### config.mk
export PLATFORM = sky130hd
export DESIGN_NAME = lsu
export DESIGN_NICKNAME = d
export VERILOG_FILES = /design/src/rtl/lsu_pkg.sv /design/src/rtl/lsu_align.sv /design/src/rtl/lsu.sv
export SDC_FILE = /design/constraint.sdc
export NUM_CORES = 1
export LEC_CHECK = 0
export ABC_AREA = 1
export CAP_MARGIN = 15
export CORE_ASPECT_RATIO = 2
export CORE_MARGIN = 2
export CORE_UTILIZATION = 50
export CTS_CLUSTER_SIZE = 25
export DETAILED_ROUTE_END_ITERATION = 12
export GPL_TIMING_DRIVEN = 0
export PLACE_DENSITY = 0.79
export SYNTH_ARGS = -nofsm -noshare
export SYNTH_HDL_FRONTEND = slang
export SYNTH_HIERARCHICAL = 1
export SYNTH_SLANG_ARGS = --single-unit
### constraint.sdc
create_clock -name clk -period 4.1 [get_ports clk]
set_input_delay 0.82 -clock clk [delete_from_list [all_inputs] [get_ports clk]]
set_output_delay 0.82 -clock clk [all_outputs]
set_load 0.01 [all_outputs]
### src/rtl/lsu_pkg.sv
// lsu_pkg: shared types and helpers for the load/store unit.
//   lsu_op_e    - {is_store, funct3} encodings for LB/LH/LW/LBU/LHU/SB/SH/SW
//   lsu_state_e - LSU sequencing states
//   SIZE_*      - access size codes (funct3[1:0] of a defined op)
//   op_defined  - 1 when the 4-bit op is one of the eight legal encodings
//   op_size     - access size; undefined encodings are treated as word
package lsu_pkg;

    typedef enum logic [3:0] {
        OP_LB  = 4'b0000,
        OP_LH  = 4'b0001,
        OP_LW  = 4'b0010,
        OP_LBU = 4'b0100,
        OP_LHU = 4'b0101,
        OP_SB  = 4'b1000,
        OP_SH  = 4'b1001,
        OP_SW  = 4'b1010
    } lsu_op_e;

    typedef enum logic [2:0] {
        S_IDLE,
        S_RD,
        S_CAP,
        S_WR,
        S_RESP
    } lsu_state_e;

    localparam logic [1:0]  SIZE_B = 2'd0;
    localparam logic [1:0]  SIZE_H = 2'd1;
    localparam logic [1:0]  SIZE_W = 2'd2;
    localparam int unsigned BYTE_W = 8;
    localparam int unsigned HALF_W = 16;

    function automatic logic op_defined(input logic [3:0] op);
        case (op)
            OP_LB, OP_LH, OP_LW, OP_LBU, OP_LHU,
            OP_SB, OP_SH, OP_SW: op_defined = 1'b1;
            default:             op_defined = 1'b0;
        endcase
    endfunction

    function automatic logic [1:0] op_size(input logic [3:0] op);
        op_size = op_defined(op) ? op[1:0] : SIZE_W;
    endfunction

endpackage

### src/rtl/lsu_align.sv
// lsu_align: combinational lane logic for the load/store unit.
//   op         in  4  : {is_store, funct3}
//   lo         in  2  : byte address bits [1:0]
//   word       in 32  : memory word
//   wdata      in 32  : right-aligned store data
//   load_data  out 32 : selected lane, sign/zero extended (whole word for LW)
//   store_word out 32 : word with the byte/half lane replaced (wdata for SW)
//   misalign   out 1  : misaligned or undefined op
// Macro LSU_MISALIGN_TRAP_EN enables the misalign flag; without it the flag is
// 0 and halfword/word lanes are aligned down (addr[0] resp. addr[1:0] ignored).
module lsu_align
    import lsu_pkg::*;
(
    input  logic [3:0]  op,
    input  logic [1:0]  lo,
    input  logic [31:0] word,
    input  logic [31:0] wdata,
    output logic [31:0] load_data,
    output logic [31:0] store_word,
    output logic        misalign
);

    logic [1:0]        size;
    logic [4:0]        boff;
    logic [BYTE_W-1:0] b;
    logic [HALF_W-1:0] h;

    always_comb begin
        size       = op_size(op);
        boff       = {lo, 3'b000};
        b          = word[boff +: BYTE_W];
        h          = lo[1] ? word[31:16] : word[15:0];
        load_data  = word;
        store_word = word;
        misalign   = 1'b0;

        case (size)
            SIZE_B: begin
                // funct3[2] selects the unsigned variant
                load_data = op[2] ? {24'h0, b} : {{24{b[7]}}, b};
                store_word[boff +: BYTE_W] = wdata[7:0];
            end
            SIZE_H: begin
                load_data = op[2] ? {16'h0, h} : {{16{h[15]}}, h};
                if (lo[1]) store_word[31:16] = wdata[15:0];
                else       store_word[15:0]  = wdata[15:0];
            end
            default: begin
                load_data  = word;
                store_word = wdata;
            end
        endcase

`ifdef LSU_MISALIGN_TRAP_EN
        misalign = !op_defined(op)
                 || (size == SIZE_H && lo[0])
                 || (size == SIZE_W && lo != 2'b00);
`endif
    end

endmodule

### src/rtl/lsu.sv
// lsu: load/store unit driving a single-port RAM (addr/val/rw, read data one
// cycle after a read cycle). One request at a time, one response per request.
//   clk, rst_n               : clock, async active-low reset
//   req_valid/req_ready      : request handshake (ready = idle)
//   req_op/addr/wdata        : {is_store,funct3}, byte address, store data
//   rsp_valid/rsp_data/err   : one-cycle response, held data/err
//   mem_addr/wdata/rw/rdata  : RAM port (rw=1 read, rw=0 write)
// Macro LSU_MISALIGN_TRAP_EN: misaligned/undefined ops return rsp_err=1 with no
// memory access; otherwise rsp_err stays 0 and accesses are aligned down.
module lsu
    import lsu_pkg::*;
(
    input  logic        clk,
    input  logic        rst_n,
    input  logic        req_valid,
    output logic        req_ready,
    input  logic [3:0]  req_op,
    input  logic [31:0] req_addr,
    input  logic [31:0] req_wdata,
    output logic        rsp_valid,
    output logic [31:0] rsp_data,
    output logic        rsp_err,
    output logic [31:0] mem_addr,
    output logic [31:0] mem_wdata,
    output logic        mem_rw,
    input  logic [31:0] mem_rdata
);

    lsu_state_e  state, next_state;
    logic [3:0]  op_q;
    logic [1:0]  lo_q;
    logic [31:0] wdata_q;
    logic [31:0] addr_q;
    logic [31:0] mem_wdata_q;
    logic [31:0] rsp_data_q;
    logic        rsp_err_q;

    logic        idle;
    logic [3:0]  a_op;
    logic [1:0]  a_lo;
    logic [31:0] a_wdata;
    logic [31:0] load_data;
    logic [31:0] store_word;
    logic        misalign;

    assign idle = (state == S_IDLE);

    // In IDLE the aligner sees the incoming request (for the misalign decision
    // and the SW word); afterwards it sees the latched request. Its outputs
    // only ever reach the ports through registers.
    assign a_op    = idle ? req_op         : op_q;
    assign a_lo    = idle ? req_addr[1:0]  : lo_q;
    assign a_wdata = idle ? req_wdata      : wdata_q;

    lsu_align u_align (
        .op         (a_op),
        .lo         (a_lo),
        .word       (mem_rdata),
        .wdata      (a_wdata),
        .load_data  (load_data),
        .store_word (store_word),
        .misalign   (misalign)
    );

    always_ff @(posedge clk or negedge rst_n) begin
        if (!rst_n) state <= S_IDLE;
        else        state <= next_state;
    end

    always_comb begin
        next_state = state;
        case (state)
            S_IDLE: begin
                if (req_valid) begin
                    if (misalign)
                        next_state = S_RESP;
                    else if (req_op[3] && op_size(req_op) == SIZE_W)
                        next_state = S_WR;
                    else
                        next_state = S_RD;
                end
            end
            S_RD:    next_state = S_CAP;
            S_CAP:   next_state = op_q[3] ? S_WR : S_RESP;
            S_WR:    next_state = S_RESP;
            S_RESP:  next_state = S_IDLE;
            default: next_state = S_IDLE;
        endcase
    end

    always_ff @(posedge clk or negedge rst_n) begin
        if (!rst_n) begin
            op_q        <= '0;
            lo_q        <= '0;
            wdata_q     <= '0;
            addr_q      <= '0;
            mem_wdata_q <= '0;
            rsp_data_q  <= '0;
            rsp_err_q   <= 1'b0;
        end else begin
            case (state)
                S_IDLE: begin
                    if (req_valid) begin
                        op_q    <= req_op;
                        lo_q    <= req_addr[1:0];
                        wdata_q <= req_wdata;
                        addr_q  <= {req_addr[31:2], 2'b00};
                        if (misalign) begin
                            rsp_data_q <= '0;
                            rsp_err_q  <= 1'b1;
                        end else if (req_op[3] && op_size(req_op) == SIZE_W) begin
                            mem_wdata_q <= store_word;
                        end
                    end
                end
                S_CAP: begin
                    // mem_rdata is the word read in RD; merge or extract it now
                    if (op_q[3]) begin
                        mem_wdata_q <= store_word;
                    end else begin
                        rsp_data_q <= load_data;
                        rsp_err_q  <= 1'b0;
                    end
                end
                S_WR: begin
                    rsp_data_q <= '0;
                    rsp_err_q  <= 1'b0;
                end
                default: ;
            endcase
        end
    end

    // Write strobe decoded from the state register only, so reset drops it
    // asynchronously.
    assign mem_rw    = (state != S_WR);
    assign rsp_valid = (state == S_RESP);
    assign req_ready = idle;
    assign mem_addr  = addr_q;
    assign mem_wdata = mem_wdata_q;
    assign rsp_data  = rsp_data_q;
    // Without LSU_MISALIGN_TRAP_EN the aligner never flags, so this stays 0.
    assign rsp_err   = rsp_err_q;

endmodule

# After elaboration in Yosys (flattened, before gate mapping)
# Memory sizes are Yosys's and may differ from the RTL's.
# Cells that the tools add are included.
[word_totals]
regBits = 136
latchBits = 0
ramBits = 0
romBits = 48
output_inout_bits = 100
elab_cells = 66
mem_count = 3
[mem_list]
columns = ["memory", "depth", "width", "read_ports", "rd_ports_with_merged_regs", "write_ports", "line", "source"]
rows = [
  ["(name not given)", 16, 1, 1, 0, 0, "lsu_pkg.sv:35", "case (op)"],
  ["(name not given)", 16, 1, 1, 0, 0, "lsu_pkg.sv:35", ""],
  ["(name not given)", 16, 1, 1, 0, 0, "lsu_pkg.sv:35", ""],
]
[classes]
add_sub_neg = 1
mul = 0
div_mod_pow = 0
order_cmp = 0
n_eq_ne = 12
shift = 3
mux = 30
n_bitwise = 0
n_reduce_logical = 9
[ops]
columns = ["cell", "count"]
rows = [
  ["$pmux W32 S2", 4],
  ["$mux W32", 7],
  ["$mux W16", 3],
  ["$bwmux W32", 1],
  ["$shift A8 B7 Y32 const A", 1],
  ["$shiftx A32 B6 Y8", 1],
  ["$shiftx A8 B7 Y32", 1],
  ["$pmux W3 S4", 1],
  ["$mux W2", 5],
  ["$neg A5 Y7", 1],
  ["$eq A3 B2 Y1 const B", 2],
  ["$mux W3", 2],
  ["$ne A2 B2 Y1 const B", 3],
  ["$mux W1", 5],
  ["$eq A2 B2 Y1 const B", 2],
  ["$mux W4", 1],
  ["$reduce_and A2 Y1", 2],
  ["$reduce_and A4 Y1", 1],
  ["$reduce_bool A2 Y1", 2],
  ["$eq A3 B1 Y1 const B", 1],
  ["$eq A3 B3 Y1 const B", 1],
  ["$logic_not A3 Y1", 1],
  ["$ne A3 B2 Y1 const B", 1],
  ["$eq A2 B1 Y1 const B", 1],
  ["4 further kinds", 5],
]

# Longest topological paths before layout
[logic_depth]
depth_word = 9
mapped_depth = 21
depth_no_buf = 16

# Cells and area by module
# The synthesis kept the hierarchy.
[modules_own_cells]
columns = ["module", "n_inst", "cells_each", "area_each_um2"]
rows = [
  ["lsu", 1, 760, 6093.3],
  ["lsu_align", 1, 476, 2170.8],
]

# Worst setup path before layout
# No wires, ideal clock.
[synth_path]
path_type = "register -> register"
startpoint = "register state[0]"
endpoint = "register mem_wdata_q[15] (netlist: mem_wdata[15])"
setup_time_ps = 67
t_arrival_ps = 2981
required_time_ps = 4033
setup_slack_ps = 1052
path_stages_with_launch = 19
n_path_buf = 3
cell_sequence = "dfrtp_1 -> inv_2 -> nand2_2 -> nor2_2 -> buf_6 -> inv_2 -> clkbuf_1 -> o21ai_0 -> inv_2 -> clkbuf_1 -> ha_1 -> inv_1 -> nor2_1 -> nand2_1 -> o21ai_0 -> nand2_1 -> nand3_1 -> nand4_1 -> nand2_1"
[synth_between]
elab_chain_len = 9
elab_cells_between_ends = 24
cone_classes = "add/sub (1); eq/ne (5); shift (2); mux (11); reduce/logical (4); memory (1)"
[synth_rtl]
columns = ["element", "line", "source"]
rows = [
  ["start, declared", "lsu.sv:29", "lsu_state_e state, next_state;"],
  ["start signal, assigned", "lsu.sv:67", "else state <= next_state;"],
  ["$logic_not A3 Y1 (*)", "lsu.sv:46", "assign idle = (state == S_IDLE);"],
  ["$mux W2 (*)", "lsu.sv:52", "assign a_lo = idle ? req_addr[1:0] : lo_q;"],
  ["via a_lo[1]", "lsu.sv:40", "logic [1:0] a_lo;"],
  ["$neg A5 Y7", "lsu_align.sv:41", "store_word[boff +: BYTE_W] = wdata[7:0];"],
  ["$shiftx A8 B7 Y32 / $shift A8 B7 Y32 (equally long branches)", "lsu_align.sv:41", ""],
  ["$bwmux W32", "lsu_align.sv:41", ""],
  ["$pmux W32 S2 (*)", "lsu_align.sv:37", "case (size)"],
  ["via store_word[15]", "lsu.sv:43", "logic [31:0] store_word;"],
  ["$mux W32", "lsu.sv:111", "end else if (req_op[3] && op_size(req_op) == SIZE_W) begin"],
  ["$mux W32", "lsu.sv:103", "if (req_valid) begin"],
  ["$pmux W32 S2 (*)", "lsu.sv:101", "case (state)"],
  ["end signal, assigned", "lsu.sv:112", "mem_wdata_q <= store_word;"],
  ["end signal, assigned", "lsu.sv:119", "mem_wdata_q <= store_word;"],
  ["end, declared", "lsu.sv:34", "logic [31:0] mem_wdata_q;"],
]
# The timed path passes the listed nets; every way through them passes the cells marked *. The select of a mux whose other input is x is not followed.
# A chain may end at the register's enable or synchronous reset.

# Worst setup path in the final report
[layout_path]
startpoint = "register state[0]"
endpoint = "register mem_wdata_q[29] (netlist: mem_wdata[29])"
[layout_between]
elab_chain_len = 9
elab_cells_between_ends = 24
cone_classes = "add/sub (1); eq/ne (5); shift (2); mux (11); reduce/logical (4); memory (1)"
[layout_rtl]
columns = ["element", "line"]
rows = [
  ["$logic_not A3 Y1 (*)", "lsu.sv:46"],
  ["$mux W2 (*)", "lsu.sv:52"],
  ["via a_lo[0]", "lsu.sv:40"],
  ["$neg A5 Y7 (*)", "lsu_align.sv:41"],
  ["$shiftx A8 B7 Y32 / $shift A8 B7 Y32 (equally long branches)", "lsu_align.sv:41"],
  ["$bwmux W32 (*)", "lsu_align.sv:41"],
  ["$pmux W32 S2 (*)", "lsu_align.sv:37"],
  ["via store_word[29]", "lsu.sv:43"],
  ["$mux W32", "lsu.sv:111"],
  ["$mux W32", "lsu.sv:103"],
  ["$pmux W32 S2 (*)", "lsu.sv:101"],
]
# Marks and branches as above.

==> metrics <==
status finished clean; post-DP HPWL 25.2 mm; Clock Skew 0.00783 ns; # rows 66; CTS tree yes; post-synth top area share 41.2%; Comb pwr share 66.2%; max-cap violations 0; Worst-Margin Slew 0.974 ns; switching share of total power 52.4%; Crit path required time 4.47 ns; Synth Flop Type dfrtp_1; leakage 5.70 nW; Detailed Route Iter0 Violations 703; Setup violations, final 0; total grt overflow 0; Via Count 9180; Flop pwr share 20.1%; kind of critical path flip-flop to flip-flop; Detail Route met3 WL 1.82 mm; slowest CP cell dfrtp_1; GRT Util Overall 37.5%; Top Layer Used met4; port bufs 199; synth cell count leaders nand2_1 (508), dfrtp_1 (136), nand3_1 (123); pre-CTS setup slack -0.509 ns; final worst slack 0.0739 ns; met2 WL 17.2 mm; pwr dens 1010 mW/mm2; postcts setup bufs 0; share of post-route cells with drive strength above 1 7.69%; placed cells 1641; DR DRC count 0; core area 0.0162 mm2; Tmin final 4.03 ns; wl on met1 10.5 mm; hold_ws 0.339 ns; routability cong. 1.06; CP arrival 4.40 ns; WL final 32.4 mm; ys async rst share 100%; hold_buf cts 0; type of the most critical hold path primary input to async pin; most used cell, CP nand2_1; Post-DRT Antenna Nets 0; crit share post-route 98.2%; Clk pwr share 13.7%; vias in the first global route 9033; antenna diode count 0; Filler Cell Count 1409; final net count 1565; wire per inst 19.4 um; Setup crit end kind flip-flop; die area 0.0176 mm2; first-pass GRT wire length 48.5 mm; synth warn 6; mapped cell area 0.00826 mm2; Chip Width 94.9 um; Slew headroom 34.4%; largest net degree at the start of global routing 78; final slew viol count 0; worst-path cell chain inv_2 -> nand2_2 -> nor2_2 -> buf_6 -> inv_2 -> buf_4 -> buf_2 -> nand2_1 -> o21ai_1 -> buf_2 -> inv_2 -> buf_2 -> ha_1 -> inv_1 -> nand2_1 -> o21ai_0 -> nand2_1 -> nand3_1 -> nand4_1 -> nand2_1; initial antenna violation count 0; crit path max fanout 12; Worst-Skew Late Latency 0.44 ns; Synth Register Bits 136; CTS buffer count 17; slowest stage delay, CP 0.44 ns; synth top area cells dfrtp_1 (41%), nand2_1 (23%), nand3_1 (7.4%), o21ai_0 (6.5%), inv_1 (5.0%); number of synthesized flops with an enable pin 0; P_int 5.35 mW; worst vdd ir 598 uV; Syn Inst Count 1236; Avg Synthesized Cell Area 6.69 um2; root buf cell clkbuf_16; RSZ-0062 raised after global routing false; f_max 248 MHz; largest area contributor in the netlist dfrtp_1; NetSw 5.88 mW; H-Tree Depth 4; Final Hold Fails 0; Layout Cells excl Fill 1673; Initial DRT Pass Iterations 6; sequential cell area fraction in the yosys report 41.2%; die span in y 186 um; startpoint types flip-flop; Clock Path Buffers 2; Starting Density 51.1%; io pins 203; drt via density 5.49; Area growth syn-to-layout 34.8%; Clock Sinks 136; clk slew on worst S/H paths 0.06 ns; Yosys cell types 29; most common cell in the netlist nand2_1
[through the flow]
stage	utilization, %	setup TNS [ns]	power, mW	area [um2]
final	68.8	0	11.2	11100
after global routing	68.8	0	11.9	11100
after CTS	68.7	0	11.0	11100
after detailed placement	65.1	-6.58	9.44	10500
after global placement	65.0	-420.51	9.32	10500
after floorplan	-	0	6.54	8270
[path summary, 6_finish.rpt]
check                             start             to  slack, ns  cells past startpoint
min in group clk           rsp_data[13]   rsp_data[13]       0.47                      2
setup / recovery               state[0]  mem_wdata[29]       0.07                     20
max in group asynchronous         rst_n   mem_wdata[1]       2.97                      2
setup reg to reg               state[0]  mem_wdata[29]       0.07                     20
hold reg to reg            rsp_data[13]   rsp_data[13]       0.47                      2
hold / removal                    rst_n     wdata_q[8]       0.34                      1
[layer usage]
metal  vias to the layer above  GRT usage [%]
li1                       4339              -
met2                       466           68.4
met5                         -              0
met1                      4233           36.4
met3                       142           5.51
met4                         0           29.7
[power groups by stage]
| stage | Sequential (mW) | Clock, mW | Combinational (mW) |
|---|---|---|---|
| final | 2.26 | 1.54 | 7.44 |
| after global routing | 2.31 | 1.61 | 8.01 |
| after CTS | 2.25 | 1.55 | 7.23 |
| after detailed placement | 2.27 | 0 | 7.18 |
| after global placement | 2.25 | 0 | 7.07 |
| after floorplan | 2.40 | 0 | 4.14 |
[state kept, by name, indices dropped and copies added (netlist names)]
name       flops
wdata_q       32
mem_addr      30
rsp_err        1
lo_q           2
rsp_data      32
op_q           4
mem_wdata     32
state          3
[layout make-up]
cell class,instances,area [um2],share of cell area (%)
flip-flops and latches,136,3400,30.6
clock inverters,13,146,1.31
clock buffers,18,429,3.85
well taps,204,255,2.29
plain buffers,78,467,4.19
repair buffers,201,2030,18.2
multi-input cells,907,3970,35.7
inverters,116,435,3.91
[worst max-delay path: cells and delay by family (launching register included)]
family	cells	cell delay [ns]
compound gates	2	0.63
fa+ha+maj	1	0.40
buf+inv	9	1.65
flops	1	0.44
simple gates	8	0.82
[layout by cell type, fill, tap and decap left out, drive strengths merged]
cell type	n
a21oi	33
buf	57
bufinv	2
clkbuf	42
clkdlybuf4s50	198
clkinv	3
clkinvlp	4
conb	3
dfrtp	136
ha	5
inv	120
nand2	515
nand3	126
nand3b	1
nand4	32
nor2	82
o21a	1
o21ai	109
[logic make-up after synthesis]
kind of cell / count (synthesis) / synth area share, %
buffers and inverters: 194 / 10.9
adders and majority gates: 5 / 0.757
and+or+nand+nor: 756 / 38.1
DFF: 136 / 41.2
AOI/OAI and AO/OA: 143 / 8.92
other: 2 / 0.0909
[what timing repair did]
| action | in CTS | in global routing |
|---|---|---|
| setup endpoints to repair | 25 | 6 |
| hold endpoints to repair | 0 | 0 |
| gates cloned | 0 | 0 |
| gates resized for setup | 3 | 2 |
Power figures use the tool's default switching activity.
